**config.mk**
```make
export PLATFORM = sky130hd
export DESIGN_NAME = even_clock_divider
export DESIGN_NICKNAME = d
export VERILOG_FILES = /design/src/rtl/clkdiv_pkg.sv /design/src/rtl/mod_n_counter.sv /design/src/rtl/even_clock_divider.sv
export SDC_FILE = /design/constraint.sdc
export NUM_CORES = 1
export LEC_CHECK = 0
export BUFFER_PORTS_ARGS = -buffer_cell sky130_fd_sc_hd__buf_2
export CAP_MARGIN = 5
export CELL_PAD_IN_SITES_DETAIL_PLACEMENT = 1
export CELL_PAD_IN_SITES_GLOBAL_PLACEMENT = 1
export CORE_AREA = 4 4 41 43
export CTS_BUF_LIST = sky130_fd_sc_hd__clkbuf_8
export DETAILED_ROUTE_END_ITERATION = 8
export DIE_AREA = 0 0 45 47
export MAX_ROUTING_LAYER = met4
export PLACE_DENSITY = 0.49
export SLEW_MARGIN = 30
export SYNTH_ARGS = -nofsm -noshare
export SYNTH_HDL_FRONTEND = slang
export SYNTH_SLANG_ARGS = --single-unit
```
**constraint.sdc**
```tcl
create_clock -name clk -period 1.8 [get_ports clk]
set_input_delay 0.09 -clock clk [delete_from_list [all_inputs] [get_ports clk]]
set_output_delay 0.09 -clock clk [all_outputs]
set_load 0.02 [all_outputs]
```
**src/rtl/clkdiv_pkg.sv**
```systemverilog
`default_nettype none
// ============================================================================
// Module  : clkdiv_pkg
// Brief   : Shared constants and sizing helpers for the even clock divider.
// Revision: 1.0
// ============================================================================
package clkdiv_pkg;

  localparam int DEFAULT_DIVISOR = 28;
  localparam int MIN_DIVISOR     = 2;
  localparam int MAX_DIVISOR     = 65536;

  // A one-state counter still needs a one-bit register to exist.
  function automatic int clkdiv_cnt_width(input int half);
    int w;
    w = $clog2(half);
    return (w < 1) ? 1 : w;
  endfunction

  function automatic bit clkdiv_divisor_ok(input int divisor);
    return (divisor >= MIN_DIVISOR) && (divisor <= MAX_DIVISOR) && ((divisor % 2) == 0);
  endfunction

endpackage
`default_nettype wire

```
**src/rtl/mod_n_counter.sv**
```systemverilog
`default_nettype none
// ============================================================================
// Module  : mod_n_counter
// Brief   : Free-running 0..N-1 counter with a combinational terminal count.
// Revision: 1.0
// ============================================================================
module mod_n_counter
  import clkdiv_pkg::*;
#(
  parameter int N = 2
) (
  input  logic clk,
  input  logic rst,
  output logic o_tc
);

  localparam int CNT_W = clkdiv_cnt_width(N);
  localparam logic [CNT_W-1:0] c_last = CNT_W'(N - 1);

  logic [CNT_W-1:0] r_count;

  assign o_tc = (r_count == c_last);

  always_ff @(posedge clk) begin
    if (rst) begin
      r_count <= '0;
    end else if (o_tc) begin
      r_count <= '0;
    end else begin
      r_count <= r_count + CNT_W'(1);
    end
  end

endmodule
`default_nettype wire

```
**src/rtl/even_clock_divider.sv**
```systemverilog
`default_nettype none
// ============================================================================
// Module  : even_clock_divider
// Brief   : 50% duty even-ratio divider with a one-cycle rising-edge strobe.
// Revision: 1.0
// ============================================================================
module even_clock_divider
  import clkdiv_pkg::*;
#(
  parameter int DIVISOR = DEFAULT_DIVISOR
) (
  input  logic clk,
  input  logic rst,
  output logic divBy28,
  output logic tick
);

  localparam int HALF = DIVISOR / 2;

  if (!clkdiv_divisor_ok(DIVISOR)) begin : g_bad_divisor
    $error("even_clock_divider: DIVISOR must be even and within 2..65536");
  end

  logic w_tc;
  logic r_q;
  logic r_tick;

  mod_n_counter #(
    .N (HALF)
  ) u_counter (
    .clk  (clk),
    .rst  (rst),
    .o_tc (w_tc)
  );

  // The strobe fires on the same edge that moves q from 0 to 1.
  always_ff @(posedge clk) begin
    if (rst) begin
      r_q    <= 1'b0;
      r_tick <= 1'b0;
    end else begin
      r_tick <= 1'b0;
      if (w_tc) begin
        r_q    <= ~r_q;
        r_tick <= ~r_q;
      end
    end
  end

  assign divBy28 = r_q;
  assign tick    = r_tick;

endmodule
`default_nettype wire

```
==> impl_metrics.csv, run 1 <==
group,metric,value,unit
timing,clock-skew-final,0.001260,ns
layout,fillers,161,
power_and_ir_drop,p_leak,0.1242,nW
worst_setup_path,reg2reg_slack,0.60,ns
global_routing,grt_max_degree,7,
clock_network,cts-root-buf,"clkbuf_8",
logic_synthesis,yosysWarnings,0,
clock_network,cts_sinks,6,
routing,wl,449,um
clock_network,clk_path_buf_depth,2,
timing,setup_tns,0,ns
global_routing,grt_pass1_wl,662,um
timing,rsz0062_at_grt,"no",
worst_setup_path,critPathKind,"register to register",
logic_synthesis,postSynthAreaPerCell,10.06,um^2
min_path,min_from,"rst",
global_routing,grt.total_usage,4.906,%
logic_synthesis,synthTopCellsByArea,"dfxtp_1 52%, ha_1 11%, a21oi_1 6.5%",
global_routing,antenna_found_initial,0,
logic_synthesis,yosysTopAreaCell,"dfxtp_1",
clock_network,cts_hold_buf,0,
timing,min_period_over_period,66.86,%
power_and_ir_drop,powerDensity,1150,nW/um^2
logic_synthesis,synthesis.nets,27,
routing,drtPass1Iterations,4,
placement,placed_cell_area,265.3,um^2
outcome,run_status,"finished, final reports clean",
logic_synthesis,yosys_register_bits,6,
layout,utilization,23.56,%
logic_synthesis,synth-simple-area-share,17.84,%
global_routing,grt_overflow,0,
logic_synthesis,synth_top_family_by_area,"simple AND/OR/NAND/NOR gates",
layout,drive_above_1_share,24.14,%
placement,port_buffers,3,
routing,avgRoutedWirePerCell,10.20,um
timing,drv_slew,0,
min_path,min_to,"divBy28$_SDFFE_PP0N_",
routing,drtIter0Drc,1,
die,ioPinCount,4,
worst_setup_path,r2r_start,"u_counter.r_count[1]$_SDFF_PP0_",
worst_setup_path,worstPathMaxFanout,4,
layout,nNetsFinal,35,
min_path,hold_depth,2,
logic_synthesis,synth-compound-area-share,12.43,%
logic_synthesis,seq_area_frac_synth,51.89,%
logic_synthesis,synthesis.area,231.5,um^2
logic_synthesis,synth_cells,23,
logic_synthesis,muxShareOfSynthArea,0,%
die,dieWidth,45,um
layout,fin_area,306.5,um^2
logic_synthesis,synth_top_area_share,51.89,%
routing,vias,188,
worst_setup_path,critPathCaptureType,"register",
placement,dp_hpwl,355.1,um
timing,worst_slew_pin_slew,0.1822,ns
timing,fin_crit,1.204,ns
clock_network,post_cts_resized,0,
clock_network,cts_setup_buffers,0,
clock_network,cts_buffers,3,
worst_setup_path,startpoint_type,"register",
timing,holdWs,0.1195,ns
timing,relSlewSlack,87.84,%
clock_network,clkSlewWorstSetupHoldPaths,0.03,ns
min_path,min_path_type,"primary input to register",
clock_network,cts_max_level,1,
logic_synthesis,synth.distinct_cells,13,
power_and_ir_drop,ir_worst_vdd,0.3135,mV
logic_synthesis,synthAdderAreaFrac,10.81,%
clock_network,clock_latency,0.21,ns
die,rows,13,
worst_setup_path,cp.arrival,1.31,ns
worst_setup_path,reg2reg_depth,5,
layout,syn2layout_area_growth,32.43,%
routing,ant_nets,0,
routing,drc_errors,0,
routing,viasPerCell,4.273,
job,maxCapViolCount,0,
timing,setup_viol,0,
worst_setup_path,cp_data_required_time,1.90,ns
global_routing,grt_pass1_vias,183,
worst_setup_path,r2r-end,"divBy28$_SDFFE_PP0N_",
die,start_util,17.79,%
die,die_area,2115,um^2
die,core,1301,um^2
timing,max_freq,0.8309,GHz
timing,hold_violations,0,
clock_network,cts_tree,"built",
layout,antenna_cells,0,
die,fp.dieH,47,um
placement,gp_congestion,0.7074,
logic_synthesis,synthXorXnorAreaFrac,3.784,%
## worst max-delay path, stage by stage (launching register included)
cell and delay (ns):
dfxtp_1 0.38, inv_1 0.06, ha_1 0.21, and3_2 0.26
xnor2_1 0.14, nor2_1 0.05
## cell usage after synthesis (all sizes together)
cell,n
dfxtp,6
o21ai,1
ha,2
nor2,1
a21oi,3
nand4b,1
nor3,2
a211o,1
xnor2,1
inv,2
and3,1
nor3b,1
nand2,1
## sequential cells by signal, indices dropped and copies added (netlist names)
name               cells
divBy28                1
u_counter.r_count      4
tick                   1
## routing by layer
metal | GRT usage (%) | vias to the layer above | share of wire (%)
met2 | 8.475 | 3 | 57
met3 | 2.299 | 0 | 3.6
met5 | - | - | 0
li1 | - | 92 | -
met4 | 5.263 | 0 | 0
met1 | 3.432 | 93 | 40
## power by group
part	switching [W]	leakage, nW	internal, W	total [W]
clock network	0.0000473	0.0216	0.000143	0.000190
logic	0.00000899	0.0536	0.00000768	0.0000167
registers	0.00000619	0.0490	0.000140	0.000146
## worst max-delay path by stage
stage          slack [ns]  cells past startpoint                             from              endpoint
2_1_floorplan        0.72                      5  u_counter.r_count[1]$_SDFF_PP0_  divBy28$_SDFFE_PP0N_
3_3_place_gp         0.64                      5  u_counter.r_count[1]$_SDFF_PP0_  divBy28$_SDFFE_PP0N_
3_5_place_dp         0.61                      5  u_counter.r_count[1]$_SDFF_PP0_  divBy28$_SDFFE_PP0N_
4_1_cts              0.59                      5  u_counter.r_count[1]$_SDFF_PP0_  divBy28$_SDFFE_PP0N_
5_1_grt              0.55                      5  u_counter.r_count[1]$_SDFF_PP0_  divBy28$_SDFFE_PP0N_
6_report             0.60                      5  u_counter.r_count[1]$_SDFF_PP0_  divBy28$_SDFFE_PP0N_
## per-stage QoR
step,cells,total power (W),setup WS (ns)
after global routing,44,0.0003716,0.5489
after global placement,41,0.0001628,0.6373
after detailed placement,41,0.0001647,0.6061
after floorplan,23,0.0001573,0.7154
final,44,0.0003525,0.5964
after CTS,44,0.0003570,0.5879
## area by class of cell
| type | instances | area (um^2) | share of cell area, % |
|---|---|---|---|
| sequential | 6 | 120.1 | 39.18 |
| timing repair buffer | 3 | 15.01 | 4.898 |
| inverter | 2 | 7.507 | 2.449 |
| multi-input combinational | 15 | 103.9 | 33.88 |
| clock buffer | 3 | 41.29 | 13.47 |
| tap | 15 | 18.77 | 6.122 |
## kinds of logic after synthesis
kind of cell | after synthesis
flops | 6
xor+xnor | 1
fa+ha+maj | 2
simple gates | 7
buf+inv | 2
compound gates | 5
## cells in the final DEF (no fill, tap or decap), drive strengths merged
cell type,synthesis,layout
nor3,2,2
clkbuf,0,3
nand4b,1,1
buf,0,3
xnor2,1,1
a211o,1,1
ha,2,2
dfxtp,6,6
nor3b,1,1
o21ai,1,1
nand2,1,1
and3,1,1
inv,2,2
nor2,1,1
a21oi,3,3
No activity file was read; power rests on OpenSTA's default activity.
==> inputs of run 2 (changes only) <==
Settings changed: PLACE_DENSITY 0.49 to 0.5.
Clock period 1.8 ns to 1.1 ns, I/O delays scaled along.
==> impl_metrics.csv, run 2 (synthesized netlist as in run 1, its figures left out) <==
group,metric,value,unit
global_routing,grt_pass1_wl,869,um
worst_setup_path,path_buf_inv,1,
placement,port_buffers,3,
routing,vias,201,
clock_network,clk_path_buf_depth,2,
die,start_util,17.79,%
layout,syn2layout_area_growth,61.08,%
routing,avgRoutedWirePerCell,11.48,um
worst_setup_path,r2r-end,"divBy28$_SDFFE_PP0N_",
placement,gp_congestion,0.7828,
worst_setup_path,worstPathMaxFanout,4,
clock_network,clock_latency,0.22,ns
clock_network,clkSlewWorstSetupHoldPaths,0.03,ns
timing,clock-skew-final,0.001408,ns
timing,drv_slew,0,
worst_setup_path,cp_cell_sequence,"inv_1 > ha_2 > and3_4 > xnor2_2 > nor2_1",
worst_setup_path,startpoint_type,"register",
layout,final_common_cell,"dfxtp_1",
timing,min_period_over_period,95.65,%
clock_network,cts-root-buf,"clkbuf_8",
worst_setup_path,cp_data_required_time,1.21,ns
worst_setup_path,cpMaxStageDelayCell,"dfxtp_2",
power_and_ir_drop,powerDensity,1663,nW/um^2
timing,setup_tns,0,ns
routing,drtPass1Iterations,1,
global_routing,grt_overflow,0,
timing,max_freq,0.9504,GHz
global_routing,grt.total_usage,6.607,%
timing,holdWs,0.07433,ns
outcome,run_status,"finished, final reports clean",
layout,drive_above_1_share,48.48,%
worst_setup_path,critPathKind,"register to register",
timing,hold_violations,0,
global_routing,grt_pass1_vias,212,
clock_network,cts_max_level,1,
worst_setup_path,critical-path-max-stage-delay,0.31,ns
die,die_area,2115,um^2
min_path,hold_depth,2,
min_path,min_path_type,"primary input to register",
layout,nNetsFinal,39,
layout,largest_reg_flops,4,
placement,dp.cells,43,
routing,drc_errors,0,
layout,largest-register,"u_counter.r_count",
die,core,1301,um^2
clock_network,cts_tree,"built",
worst_setup_path,critPathTopFamily,"flip-flops",
placement,dp_hpwl,378.4,um
min_path,min_from,"rst",
routing,wl,551,um
routing,ant_nets,0,
min_path,min_to,"u_counter.r_count[2]$_SDFF_PP0_",
routing,drtIter0Drc,0,
worst_setup_path,reg2reg_depth,5,
die,ioPinCount,4,
layout,stdcell_count,48,
timing,relSlewSlack,88.97,%
global_routing,antenna_found_initial,0,
worst_setup_path,r2r_start,"u_counter.r_count[1]$_SDFF_PP0_",
timing,setup_viol,0,
job,maxCapViolCount,0,
layout,antenna_cells,0,
global_routing,grt_max_degree,7,
layout,fillers,161,
timing,worst_slew_pin_slew,0.1653,ns
power_and_ir_drop,ir_worst_vdd,0.7099,mV
routing,viasPerCell,4.188,
power_and_ir_drop,p_leak,0.1456,nW
clock_network,cts_buffers,3,
die,dieWidth,45,um
die,rows,13,
clock_network,cts_sinks,6,
worst_setup_path,critPathCaptureType,"register",
timing,fin_crit,1.052,ns
worst_setup_path,cp.arrival,1.16,ns
layout,final_cell_mix,"4 x dfxtp_1, 3 x a21oi_1, 3 x clkbuf_8, 3 x buf_2",
worst_setup_path,reg2reg_slack,0.05,ns
die,fp.dieH,47,um
## run 2: worst max path at each step
| stage | startpoint | end | slack (ns) | cells past startpoint |
|---|---|---|---|---|
| global route | u_counter.r_count[1]$_SDFF_PP0_ | u_counter.r_count[2]$_SDFF_PP0_ | -0.007 | 4 |
| finish | u_counter.r_count[1]$_SDFF_PP0_ | divBy28$_SDFFE_PP0N_ | 0.05 | 5 |
| CTS | u_counter.r_count[1]$_SDFF_PP0_ | divBy28$_SDFFE_PP0N_ | 0.02 | 5 |
| detailed placement | u_counter.r_count[1]$_SDFF_PP0_ | divBy28$_SDFFE_PP0N_ | -0.03 | 5 |
| global placement | u_counter.r_count[1]$_SDFF_PP0_ | divBy28$_SDFFE_PP0N_ | 0.001 | 5 |
| floorplan | u_counter.r_count[1]$_SDFF_PP0_ | divBy28$_SDFFE_PP0N_ | 0.02 | 5 |
## run 2: worst reg2reg max path: cells and delay by family, from the launching register on
family                     cells  cell delay (ns)
and+or+nand+nor                2             0.27
DFF                            1             0.31
xor gates and xnor gates       1             0.11
adders and majority gates      1             0.19
buffers and inverters          1             0.05
## run 2: layout make-up
| type | count | area [um^2] | share of cell area, % |
|---|---|---|---|
| sequential | 6 | 122.6 | 32.89 |
| tap | 15 | 18.77 | 5.034 |
| clock buffer | 3 | 41.29 | 11.07 |
| multi-input combinational | 15 | 130.1 | 34.90 |
| inverter | 2 | 7.507 | 2.013 |
| timing repair buffer | 7 | 52.55 | 14.09 |
## run 2: repair_timing
action	4_1_cts	5_1_grt
setup buffers	0	2
hold buffers	0	0
hold endpoints to repair	0	0
pin swaps	0	4
endpoints found under the setup margin	1	4
resized for setup	2	7
## run 2: report_power, final
part           switching [W]  internal [W]
registers         0.00000696      0.000230
logic              0.0000273     0.0000320
clock network      0.0000896      0.000235
total               0.000124      0.000496
## run 2: layer usage
layer  vias to the layer above  part of all wire, %  track usage, %
met5                         -                    0               -
met4                         0                  5.1           8.772
met3                         3                  4.0           2.299
met2                         5                   54           9.605
met1                        93                   37           5.909
li1                        100                    -               -
## run 2: per-stage QoR
stage | setup slack [ns] | cell area, um^2 | utilization, % | power [W]
finish | 0.04785 | 372.9 | 28.65 | 0.0006202
global route | -0.006912 | 372.9 | 28.65 | 0.0006552
CTS | 0.02493 | 332.8 | 25.58 | 0.0006153
detailed placement | -0.02745 | 280.3 | 21.54 | 0.0002792
global placement | 0.001450 | 280.3 | 21.54 | 0.0002778
floorplan | 0.01536 | 231.5 | - | 0.0002574
